[src/rtl/usr_pkg.sv]
// Shared definitions for the universal shift register: ctrl encodings and default width.
// The rotate option is selected by the USR_ROTATE_EN macro (see usr_next_val).
package usr_pkg;

  localparam int USR_WIDTH = 8;

  localparam logic [1:0] CTRL_HOLD = 2'b00;
  localparam logic [1:0] CTRL_SHR  = 2'b01;
  localparam logic [1:0] CTRL_SHL  = 2'b10;
  localparam logic [1:0] CTRL_LOAD = 2'b11;

endpackage

[src/rtl/usr_next_val.sv]
// Combinational next-state logic for the universal shift register.
// Build option USR_ROTATE_EN: shifts rotate the outgoing bit back in instead of filling with 0.
module usr_next_val
  import usr_pkg::*;
#(
  parameter int WIDTH = USR_WIDTH
) (
  input  logic [1:0]       ctrl,
  input  logic [WIDTH-1:0] q,
  input  logic [WIDTH-1:0] d,
  output logic [WIDTH-1:0] nxt
);

  logic fill_r;
  logic fill_l;

`ifdef USR_ROTATE_EN
  assign fill_r = q[0];
  assign fill_l = q[WIDTH-1];
`else
  assign fill_r = 1'b0;
  assign fill_l = 1'b0;
`endif

  // Undecodable ctrl drives X so a bad select is visible in simulation.
  always_comb begin
    nxt = q;
    case (ctrl)
      CTRL_HOLD: nxt = q;
      CTRL_SHR:  nxt = {fill_r, q[WIDTH-1:1]};
      CTRL_SHL:  nxt = {q[WIDTH-2:0], fill_l};
      CTRL_LOAD: nxt = d;
      default:   nxt = 'x;
    endcase
  end

endmodule

[src/rtl/usr.sv]
// Universal shift register: hold / shift right / shift left / parallel load, 1-cycle latency.
// Rotate behaviour enabled by defining USR_ROTATE_EN; ports and timing are unchanged by it.
module usr
  import usr_pkg::*;
#(
  parameter int WIDTH = USR_WIDTH
) (
  input  logic             clk,
  input  logic             reset,
  input  logic [1:0]       ctrl,
  input  logic [WIDTH-1:0] d,
  output logic [WIDTH-1:0] q
);

  logic [WIDTH-1:0] nxt;

  usr_next_val #(.WIDTH(WIDTH)) u_next (
    .ctrl (ctrl),
    .q    (q),
    .d    (d),
    .nxt  (nxt)
  );

  // Active-low async reset wins over any operation, including a load on the same edge.
  always_ff @(posedge clk or negedge reset) begin
    if (!reset) q <= '0;
    else        q <= nxt;
  end

endmodule

[config.mk]
export PLATFORM = sky130hd
export DESIGN_NAME = usr
export DESIGN_NICKNAME = d
export VERILOG_FILES = /design/src/rtl/usr_pkg.sv /design/src/rtl/usr_next_val.sv /design/src/rtl/usr.sv
export SDC_FILE = /design/constraint.sdc
export NUM_CORES = 1
export LEC_CHECK = 0
export CAP_MARGIN = 20
export CORE_AREA = 2 2 39 41
export CTS_CLUSTER_SIZE = 24
export DETAILED_ROUTE_END_ITERATION = 7
export DIE_AREA = 0 0 41 43
export DONT_BUFFER_PORTS = 1
export RECOVER_POWER = 100
export REMOVE_ABC_BUFFERS = 1
export SYNTH_ARGS = -nofsm -noshare
export SYNTH_HDL_FRONTEND = slang
export SYNTH_SLANG_ARGS = --single-unit
[constraint.sdc]
create_clock -name clk -period 1.45 [get_ports clk]
set_input_delay 0.29 -clock clk [delete_from_list [all_inputs] [get_ports clk]]
set_output_delay 0.29 -clock clk [all_outputs]
set_load 0.03 [all_outputs]
**Word level (Yosys, flattened, before mapping)**

Index checks and enable logic that the tools add are counted.

- Bits in registers: 8
- Input port bits: 12
- Output and inout port bits: 8
- Logic and storage cells: 6

- Equality and inequality tests: 3
- Multiplexer cells: 1
- Reduce and logical (&&, ||, !) cells: 1

Operators by type and width:

| kind | count |
|---|---|
| 8-bit one-hot mux with 3 select lines | 1 |
| 2-bit == test, second input constant | 2 |
| 2-bit by 1-bit == test with 1-bit output, second input constant | 1 |
| 2-bit logical NOT | 1 |

**Longest topological paths before layout**

- Depth in word-level cells: 2
- Depth in mapped cells: 3
- Depth with buffers taken out: 2

**Modules after synthesis**

A second synthesis with hierarchy kept.

- Cells, all modules: 22
- Area, all modules: 405.4 sq um

By module, submodules not included:

| module | times used | cells each | area an instance (sq um) | seq. area each (sq um) |
|---|---|---|---|---|
| usr_next_val | 1 | 14 | 205.2 | 0.0 |
| usr | 1 | 8 | 200.2 | 200.2 |

**Worst setup path before layout**

Ideal clock, no wire load.

- Path kind: register to register
- From: reg q[6]
- To: reg q[7]
- Setup time: 0.121 ns
- Arrival: 0.999 ns
- Required time: 1.329 ns
- Slack: 0.330 ns
- Stages on the path, launching flop included: 3
- Buffers on the path: 0
- Period minus slack after synthesis: 1.120 ns
- Cells stage by stage: dfrtp_1 > mux2_4 > a22o_1

- Longest elaborated chain between the ends: 1

Ends and longest elaborated chain:

| element | RTL line | RTL |
|---|---|---|
| start, declared | usr.sv:12 | `output logic [WIDTH-1:0] q` |
| start signal, assigned | usr.sv:27 | `else q <= nxt;` |
| 8-bit one-hot mux with 3 select lines | usr_next_val.sv:28 | `case (ctrl)` |

Every way passes these cells.
A chain may end at the register's enable or synchronous reset.

**Worst setup path in the final report**

- From: reg q[6]
- To: out q[6]

No word-level cell between the ends.

==> results.cfg <==
[run_status]
outcome = completed

[setup_path]
r2r_cells = 1
timing.rr.start = q[5]
cp.arrival_ns = 0.96
path_max_fanout = 4
critPathCaptureType = output port
r2r_slack_ns = 0.27
path_class = reg -> out
worstReg2RegEnd = q[4]
cp.required_ns = 1.16
path_buf_inv = 1
path_cells = clkbuf_1
cp_top_family = flip-flops
cpMaxStageDelayCell = dfrtp_1
cp-start-kind = register
critPathMaxStageDelay_ns = 0.38

[timing]
hold_viol_final = 0
maxSlewViolCount = 0
slew_headroom_pct = 73.0
timing.hold.ws_ns = 0.158
rsz0062_at_grt = no
period_minus_slack_ns = 1.25
finalSetupViolations = 0
tns_ns = 0
worst_slew_pin_slew_ns = 0.405
fmax_mhz = 801
timing.final.crit_share_pct = 86.1
fin_skew_ns = 0.00598

[clocking]
cts_root_buffer = clkbuf_4
clk_pin_slew_ns = 0.05
clkSinkCount = 8
cts.path.max_buffers = 2
cts_max_level = 1
clock_latency_ns = 0.25
cts_buffers = 3
cts_tree = done

[cells_and_area]
nets = 42
drive_above_1_share_pct = 32.1
largest_reg_flops = 8
regMostFlops = q
mostFrequentLayoutCell = dfrtp_1
antenna_cells = 0
largestRegisters = q (8)
area_growth_pct = 10.2
layout.cells.most_common_list = 8 x dfrtp_1, 6 x mux4_2, 4 x clkbuf_1

[die]
core.rowCount = 14
design.core.area_um2 = 1380
die-height_um = 43
dieArea_um2 = 1760
die_x_um = 41
ios = 20
start_util_pct = 29.3

[route]
antenna_left = 0
drt_iter0_drc = 6
firstDrtPassIters = 3
wl_um = 869
wl_per_cell_um = 19.8
route.detailed.drc = 0
via_per_inst = 5.41
via_count = 238

[synth]
synth_top_area_cell = dfrtp_1
synthCells = 22
synth-seq-area-share_pct = 49.4
synth_top_area_share_pct = 49.4
syn_area_um2 = 405
synth_area_per_cell_um2 = 18.4
yosys-top-cells-area = dfrtp_1 49%, mux4_2 33%, buf_6 5.6%, mux2_4 3.7%, mux2i_1 2.5%
synth-seq-cells = 8
synth_cell_types = 9
yosys_warnings = 0

[grt]
gr-total-overflow = 0
grt_max_degree = 11
grt.busiest_layer = met2
first_global_vias = 246
grtUsageMet2_pct = 15.9
grt_pass1_wl_um = 1210
use_met3_pct = 5.76
globalRouteTotalUtil_pct = 11.5
use_met1_pct = 13.1
antenna_found_initial = 0

[place]
routabilityCongestion = 0.673
io_buffers = 0

[power_and_ir_drop]
p_per_area_nw_per_um2 = 1510
irDropWorstVdd_v = 0.000289
p_leak_nw = 0.177

[hold_path]
whs_path_depth = 1
hp-class = in -> reg
min_to = q[0]
worstHoldStart = ctrl[1]

[flow_run]
cap_violations = 0
per-stage QoR:
step                cell area, um^2  std cells  power [mW]  utilization, %  setup WS, ns
detailed placement              433         40       0.530            31.3         0.282
global placement                433         40       0.519            31.3         0.316
finish                          447         44       0.673            32.3         0.201
CTS                             465         44       0.709            33.6         0.256
global route                    447         44       0.708            32.3         0.160
floorplan                       383         20       0.472               -         0.330
cell families after synthesis:
family                 synth area share (%)
buffers and inverters                  5.56
flip-flops                             49.4
AO/OA/AOI/OAI                          3.39
multiplexers                           39.5
AND/OR/NAND/NOR                        2.16
synthesized netlist by cell type (all sizes together):
library cell  n
buf           2
dfrtp         8
nand3         1
mux4          6
nor2          1
o21ai         1
a22o          1
mux2          1
mux2i         1
report_power, final:
part           leakage [nW]  internal, mW  switching [mW]
Sequential           0.0971         0.267           0.103
Combinational        0.0657        0.0756          0.0650
Clock                0.0138        0.0943          0.0693
Total                 0.177         0.437           0.237
how the worst max path moves through the flow:
| stage | startpoint | endpoint | slack, ns | cells past startpoint |
|---|---|---|---|---|
| 3_3_place_gp | q[5] | q[4] | 0.32 | 1 |
| 5_1_grt | q[1] | q[1] | 0.16 | 1 |
| 4_1_cts | q[5] | q[4] | 0.26 | 1 |
| 2_1_floorplan | q[6] | q[7] | 0.33 | 2 |
| 6_report | q[6] | q[6] | 0.20 | 1 |
| 3_5_place_dp | q[3] | q[2] | 0.28 | 1 |
cell type report:
type,instances,area [um^2]
repair buffers,5,25.0
well taps,16,20.0
flip-flops and latches,8,200
multi-input cells,12,179
fillers,139,937
clock buffers,3,22.5
routing by layer:
layer | wire, um | part of all wire [%]
met1 | 326 | 38
met2 | 472 | 54
met3 | 71 | 8.2
met4 | 0 | 0
met5 | 0 | 0
timing repair:
item	in CTS	in global routing
buffers inserted	0	0
hold buffers	1	0
hold endpoints to repair	8	0
resized for setup	0	0
(Power assumes the default switching activity.)
